[config.mk]
export PLATFORM = sky130hd
export DESIGN_NAME = mod_time_counter_flat
export DESIGN_NICKNAME = d
export VERILOG_FILES = /design/src/rtl/mod_time_counter_if.sv /design/src/rtl/mod_time_counter.sv /design/src/flat_wrapper.sv
export SDC_FILE = /design/constraint.sdc
export NUM_CORES = 1
export LEC_CHECK = 0
export BUFFER_PORTS_ARGS = -buffer_cell sky130_fd_sc_hd__buf_4
export CORE_MARGIN = 1
export CORE_UTILIZATION = 35
export CTS_CLUSTER_DIAMETER = 30
export DETAILED_ROUTE_END_ITERATION = 7
export PLACE_DENSITY_LB_ADDON = 0.08
export SETUP_SLACK_MARGIN = 0.02
export SYNTH_ARGS = -nofsm -noshare
export SYNTH_HDL_FRONTEND = slang
export SYNTH_SLANG_ARGS = --single-unit
[constraint.sdc]
create_clock -name clk -period 2.1 [get_ports clk]
set_input_delay 0.42 -clock clk [delete_from_list [all_inputs] [get_ports clk]]
set_output_delay 0.42 -clock clk [all_outputs]
set_load 0.005 [all_outputs]
[src/rtl/mod_time_counter_if.sv]
// Control and status bundle for mod_time_counter.
// The bcd member exists only when MOD_TIME_BCD_EN is defined.
interface mod_time_counter_if #(
    parameter int unsigned WIDTH      = 8,
    parameter int unsigned BCD_DIGITS = 2
);
    logic             enable;
    logic             tick;
    logic             dir;
    logic             sat_mode;
    logic             clear;
    logic             load;
    logic [WIDTH-1:0] load_value;
    logic [WIDTH-1:0] count;
    logic             carry_out;
    logic             at_limit;
`ifdef MOD_TIME_BCD_EN
    logic [4*BCD_DIGITS-1:0] bcd;
`endif

    modport master (
        output enable, tick, dir, sat_mode, clear, load, load_value,
`ifdef MOD_TIME_BCD_EN
        input  bcd,
`endif
        input  count, carry_out, at_limit
    );

    modport slave (
        input  enable, tick, dir, sat_mode, clear, load, load_value,
`ifdef MOD_TIME_BCD_EN
        output bcd,
`endif
        output count, carry_out, at_limit
    );
endinterface

[src/rtl/mod_time_counter.sv]
// Modulo-N time-field counter: up/down, wrap or saturate, synchronous
// clear/load with clamping, and a combinational carry for zero-latency
// chaining (seconds -> minutes -> hours).
// Optional registered BCD output is enabled with the macro MOD_TIME_BCD_EN.
module mod_time_counter #(
    parameter int unsigned WIDTH      = 8,
    parameter int unsigned MAX_COUNT  = 99,
    parameter int unsigned BCD_DIGITS = 2
) (
    input logic             clk,
    input logic             rst,
    mod_time_counter_if.slave bus
);
    localparam logic [WIDTH-1:0] MAX_VAL = WIDTH'(MAX_COUNT);

    logic [WIDTH-1:0] count_q;
    logic [WIDTH-1:0] count_d;
    logic             at_limit;
    logic             advance;
    logic             carry;

    // Limit detection and carry; carry is suppressed while in reset
    always_comb begin
        at_limit = bus.dir ? (count_q == '0) : (count_q == MAX_VAL);
        advance  = bus.enable & bus.tick & ~bus.clear & ~bus.load;
        carry    = advance & ~bus.sat_mode & at_limit & ~rst;
    end

    // Next-count selection: clear > load > advance > hold
    always_comb begin
        count_d = count_q;
        if (bus.clear) begin
            count_d = '0;
        end else if (bus.load) begin
            count_d = (bus.load_value > MAX_VAL) ? MAX_VAL : bus.load_value;
        end else if (advance) begin
            if (count_q > MAX_VAL) begin
                count_d = '0;
            end else if (!bus.dir) begin
                if (count_q == MAX_VAL) begin
                    count_d = bus.sat_mode ? MAX_VAL : '0;
                end else begin
                    count_d = count_q + 1'b1;
                end
            end else begin
                if (count_q == '0) begin
                    count_d = bus.sat_mode ? '0 : MAX_VAL;
                end else begin
                    count_d = count_q - 1'b1;
                end
            end
        end
    end

    // Count register
    always_ff @(posedge clk or posedge rst) begin
        if (rst) begin
            count_q <= '0;
        end else begin
            count_q <= count_d;
        end
    end

    assign bus.count     = count_q;
    assign bus.at_limit  = at_limit;
    assign bus.carry_out = carry;

`ifdef MOD_TIME_BCD_EN
    localparam int unsigned BCD_W = 4 * BCD_DIGITS;

    logic [BCD_W-1:0]       bcd_q;
    logic [BCD_W-1:0]       bcd_d;
    logic [BCD_W+WIDTH-1:0] scratch;

    // Shift-add-3 conversion of the next count so bcd aligns with count
    always_comb begin
        scratch = '0;
        scratch[WIDTH-1:0] = count_d;
        for (int unsigned i = 0; i < WIDTH; i++) begin
            for (int unsigned d = 0; d < BCD_DIGITS; d++) begin
                if (scratch[WIDTH+4*d +: 4] >= 4'd5) begin
                    scratch[WIDTH+4*d +: 4] = scratch[WIDTH+4*d +: 4] + 4'd3;
                end
            end
            scratch = scratch << 1;
        end
        bcd_d = scratch[WIDTH +: BCD_W];
    end

    // BCD register, updated on the same edge as count
    always_ff @(posedge clk or posedge rst) begin
        if (rst) begin
            bcd_q <= '0;
        end else begin
            bcd_q <= bcd_d;
        end
    end

    assign bus.bcd = bcd_q;
`endif
endmodule

[src/flat_wrapper.sv]
// flat-port wrapper written by rule: the top's interface ports become plain ports
module mod_time_counter_flat 
#(
    parameter int unsigned WIDTH      = 8,
    parameter int unsigned MAX_COUNT  = 99,
    parameter int unsigned BCD_DIGITS = 2
)
  (clk, rst, bus_enable, bus_tick, bus_dir, bus_sat_mode, bus_clear, bus_load, bus_load_value, bus_count, bus_carry_out, bus_at_limit);
  mod_time_counter_if #(.WIDTH(WIDTH), .BCD_DIGITS(BCD_DIGITS)) bus_i ();
  input logic clk;
  input logic rst;
  input wire logic [$bits(bus_i.enable)-1:0] bus_enable;
  input wire logic [$bits(bus_i.tick)-1:0] bus_tick;
  input wire logic [$bits(bus_i.dir)-1:0] bus_dir;
  input wire logic [$bits(bus_i.sat_mode)-1:0] bus_sat_mode;
  input wire logic [$bits(bus_i.clear)-1:0] bus_clear;
  input wire logic [$bits(bus_i.load)-1:0] bus_load;
  input wire logic [$bits(bus_i.load_value)-1:0] bus_load_value;
  output wire logic [$bits(bus_i.count)-1:0] bus_count;
  output wire logic [$bits(bus_i.carry_out)-1:0] bus_carry_out;
  output wire logic [$bits(bus_i.at_limit)-1:0] bus_at_limit;
  assign bus_i.enable = bus_enable;
  assign bus_i.tick = bus_tick;
  assign bus_i.dir = bus_dir;
  assign bus_i.sat_mode = bus_sat_mode;
  assign bus_i.clear = bus_clear;
  assign bus_i.load = bus_load;
  assign bus_i.load_value = bus_load_value;
  assign bus_count = bus_i.count;
  assign bus_carry_out = bus_i.carry_out;
  assign bus_at_limit = bus_i.at_limit;
  mod_time_counter #(.WIDTH(WIDTH), .MAX_COUNT(MAX_COUNT), .BCD_DIGITS(BCD_DIGITS)) u_core (.clk(clk), .rst(rst), .bus(bus_i));
endmodule
Yosys cells after proc, flatten, opt, wreduce, memory -nomap -nowiden
Index checks and enable logic that the tools add are counted.
Word-level totals
  register bits after elaboration: 8
  latch bits: 0
  bits in writable memories: 0
  ROM bits: 0
  bits of input ports: 16
  output and inout port bits: 10
  logic and storage cells: 29
  memories kept: 0
Cells by class
  add/subtract/negate cells: 2
  $mul: 0
  div/mod/pow operators: 0
  magnitude comparators: 2
  eq/ne operators: 1
  shift operators: 0
  muxes and demuxes: 11
  bitwise gates (word level): 10
  reduce and logical (&&, ||, !) cells: 2
Operators by type and width (number)
  $mux W8: 8
  $gt A8 B7 Y1 const B: 2
  $mux W7: 2
  $add A8 B1 Y8 const B: 1
  $eq A8 B7 Y1 const B: 1
  $logic_not A8 Y1: 1
  $sub A8 B1 Y8 const B: 1
  $and A1 B1 Y1: 6
  $not A1 Y1: 4
  $reduce_bool A3 Y1: 1
  $mux W1: 1

Logic depth before layout (Yosys ltp)
  depth after elaboration: 7
  mapped depth: 7
  gate-level depth less buffers: 7

Worst setup path before layout
Ideal clock, no wire load.
  kind: reg2out
  from: register u_core.count_q[2] (netlist: u_core.bus.count[2])
  to: output bus_carry_out
  arrival: 1.713 ns
  data required time: 1.680 ns
  path slack: -0.033 ns
  stages on the path, launching flop included: 6
  path buffers: 2
  path through: dfrtp_1 > buf_6 > or3_1 > buf_6 > a211oi_1 > nor4b_1
On the way
  longest elaborated chain between the ends: 4
  elaborated cells on any way between the ends: 5
  classes of those cells: 1 x eq/ne; 1 x mux; 2 x bitwise; 1 x reduce/logical
RTL lines
  start: declaration: RTL line mod_time_counter.sv:16  | logic [WIDTH-1:0] count_q;
  start signal: assignment: RTL line mod_time_counter.sv:60  | count_q <= count_d;
  $eq A8 B7 Y1 / $logic_not A8 Y1 (equally long branches): RTL line mod_time_counter.sv:24  | at_limit = bus.dir ? (count_q == '0) : (count_q == MAX_VAL);
  $mux W1 (*): RTL line mod_time_counter.sv:24
  net bus_at_limit: RTL line flat_wrapper.sv:21  | output wire logic [$bits(bus_i.at_limit)-1:0] bus_at_limit;
  $and A1 B1 Y1 (*) (2 in a row): RTL line mod_time_counter.sv:26  | carry = advance & ~bus.sat_mode & at_limit & ~rst;
  end: declaration: RTL line flat_wrapper.sv:20  | output wire logic [$bits(bus_i.carry_out)-1:0] bus_carry_out;
Mark *: on every way through the listed nets, which the timed path passes. The rest lies on a longest branch.

Worst setup path in the final report
  from: register u_core.count_q[0] (netlist: u_core.bus.count[0])
  to: output bus_carry_out
On the way
  longest elaborated chain between the ends: 4
  elaborated cells on any way between the ends: 5
  classes of those cells: 1 x eq/ne; 1 x mux; 2 x bitwise; 1 x reduce/logical
RTL lines (RTL line)
  $eq A8 B7 Y1 / $logic_not A8 Y1 (equally long branches): mod_time_counter.sv:24
  $mux W1 (*): mod_time_counter.sv:24
  $and A1 B1 Y1 (*) (2 in a row): mod_time_counter.sv:26
Every way passes the cells marked *; elsewhere a longest branch is shown, timed or not.

==> results_dict.tcl <==
set metrics [dict create \
    via_count 1135 \
    clk_pin_slew_ns 0.06 \
    grt_pass1_wl_mm 4.53 \
    wirelength_mm 2.97 \
    rows 18 \
    drive_gt1_frac 0.392 \
    dpl.cell_count 181 \
    synth-compound-area-share 0.302 \
    finalSetupViolCount 0 \
    p_sw_frac 0.370 \
    period_needed_ns 2.05 \
    met3_length_um 193 \
    cp.required_ns 1.68 \
    final_antenna_net_count 0 \
    synth_top_area_share 0.218 \
    diodes 0 \
    viasPerCell 6.04 \
    clockBufferDepth 2 \
    critPathKind "flip-flop to output port" \
    outcome "finished clean" \
    final-max-slew-violation-count 0 \
    synth_common_cells "nor2_1, a21oi_1, dfrtp_1, nand2_1, o21ai_0" \
    syn_area_um2 920 \
    netlist_instances 120 \
    drv_cap 0 \
    rsz0062_at_grt "yes" \
    p_clk_frac 0.179 \
    drc 0 \
    synth-edff-count 0 \
    antenna_found_initial 0 \
    die_w_um 53.3 \
    nets 179 \
    cp-end-kind "output port" \
    worst_pin_slew_ns 0.433 \
    syn_nets 139 \
    crit_path_max_fanout 3 \
    grt.total_usage 0.228 \
    die_y_um 53.3 \
    initial_core_util 0.371 \
    synth_top_family_by_area "simple AND/OR/NAND/NOR gates" \
    syn2layout_area_growth_pct 43.3 \
    synthMuxAreaShare 0.0109 \
    core_area_mm2 0.00248 \
    drt-initial-drc-count 41 \
    io_pins 26 \
    p_int_mw 0.413 \
    p_leak_nw 0.594 \
    root_buffer "clkbuf_4" \
    synth_seq_area_share 0.218 \
    yosysUniqueCellTypes 48 \
    largest_register_ffs 8 \
    async_flop_share 1.00 \
    worstHoldPathType "input pin to async pin" \
    hold_slack_ns 0.136 \
    wl_met2_mm 1.42 \
    critPathLaunchType "flip-flop" \
    cts_buffers 3 \
    wl_met1_mm 1.26 \
    max_freq_mhz 488 \
    relSlewSlack 0.711 \
    yosys_warnings 0 \
    period_share 0.977 \
    post_drt_wl_per_cell_um 15.8 \
    cts_sinks 8 \
    p_per_area_mw_per_mm2 497 \
    pwr-share-comb 0.542 \
    synth-adder-area-share 0.0408 \
    clkLatencyLatePin_ns 0.26 \
    first_pass_iters 4 \
    grt_pass1_vias 984 \
    ys_ff_latch 8 \
    die-area_mm2 0.00284 \
    tritoncts "built" \
    synthSimpleGateAreaFrac 0.351 \
    cp.arrival_ns 1.63 \
    top_layer "met4" \
    grt_overflow 0 \
    synth_ff_type "dfrtp_1" \
    post-route-util 0.532 \
    dp.final_hpwl_mm 2.32 \
    yosysTopAreaCell "dfrtp_1" \
    skew_ns 0.00681 \
    yosys-top-cells-area "dfrtp_1, a21oi_1, nor2_1" \
    syn_area_per_cell_um2 7.66 \
    instances_no_fill 188 \
    io_buffers 25 \
    switchingPower_mw 0.243 \
    gp_congestion 0.907 \
    hold_viol 0 \
    ir_drop_mv 0.323 \
    hold_buffers 0 \
    grt_max_degree 14 \
    yosysMostFrequentCell "nor2_1" \
    p_seq_frac 0.279 \
    synthXorXnorAreaFrac 0.00952 \
    htree_levels 1 \
]
[critical path, stage by stage (launching register included)]
cell and delay (ns):
dfrtp_1 0.39, inv_2 0.10, ha_4 0.14, nand4bb_1 0.11
a211oi_2 0.27, nor4b_2 0.22, buf_4 0.15
[routing by layer]
layer,vias up,track usage
met2,57,0.373
met5,-,0
met3,9,0.0201
met1,527,0.290
met4,0,0.123
li1,542,-
[logic make-up after synthesis]
| logic type | after synthesis |
|---|---|
| and+or+nand+nor | 55 |
| AOI/OAI and AO/OA | 40 |
| buffers and inverters | 12 |
| DFF | 8 |
| adders and majority gates | 3 |
| xor gates and xnor gates | 1 |
| muxes | 1 |
[power groups by stage]
stage | registers, mW | clock network (mW) | logic, mW
final | 0.183 | 0.117 | 0.355
after global routing | 0.185 | 0.127 | 0.388
after floorplan | 0.192 | 0 | 0.173
after CTS | 0.181 | 0.120 | 0.330
after detailed placement | 0.182 | 0 | 0.309
after global placement | 0.182 | 0 | 0.307
[placed cells by master (no fill, tap or decap), types with 2 or more instances in the layout]
cell	instances
buf_4	38
nor2_1	11
a21oi_1	10
dfrtp_1	8
o21ai_0	7
nand2_1	7
nor2b_1	5
nor4_1	4
nor3_1	4
buf_6	4
inv_1	3
nand2b_1	3
a31oi_1	3
nand3_1	3
clkbuf_4	3
and3_2	2
o211ai_1	2
or2_2	2
inv_2	2
or3_1	2
o31ai_1	2
ha_4	2
[repair_timing]
| action | 4_1_cts | 5_1_grt |
|---|---|---|
| buffers inserted | 2 | 2 |
| endpoints found under the setup margin | 1 | 3 |
| resized for setup | 6 | 8 |
| pin swaps | 1 | 1 |
[path summary, 6_finish.rpt]
| path | from | endpoint | slack (ns) | cells after the start |
|---|---|---|---|---|
| worst max-delay path | u_core.bus.count[0] | bus_carry_out | 0.05 | 6 |
| worst min-delay path | rst | u_core.bus.count[7] | 0.14 | 2 |
| worst max register to register | u_core.bus.count[0] | u_core.bus.count[1] | 0.17 | 6 |
| worst min register to register | u_core.bus.count[4] | u_core.bus.count[4] | 0.65 | 2 |
| max in group asynchronous | rst | u_core.bus.count[6] | 1.70 | 2 |
| min in group clk | bus_load_value[4] | u_core.bus.count[4] | 0.41 | 3 |
[final cells by class]
cell class                      instances  area, um2
Inverter                                5       18.8
Tap cell                               30       37.5
Clock buffer                            3       22.5
Multi-Input combinational cell        100        708
Fill cell                             248       1160
Sequential cell                         8        200
Timing Repair Buffer                   42        330
[through the flow]
step | setup WS, ns | instance area (um2) | total power [mW] | setup TNS, ns
finish | 0.0492 | 1320 | 0.655 | 0
global route | -0.0848 | 1320 | 0.701 | -0.0925
CTS | 0.0126 | 1270 | 0.631 | 0
detailed placement | 0.0378 | 1200 | 0.492 | 0
global placement | 0.0583 | 1200 | 0.489 | 0
floorplan | 0.0444 | 925 | 0.365 | 0
Note: power is estimated with default switching activity, not from simulation.
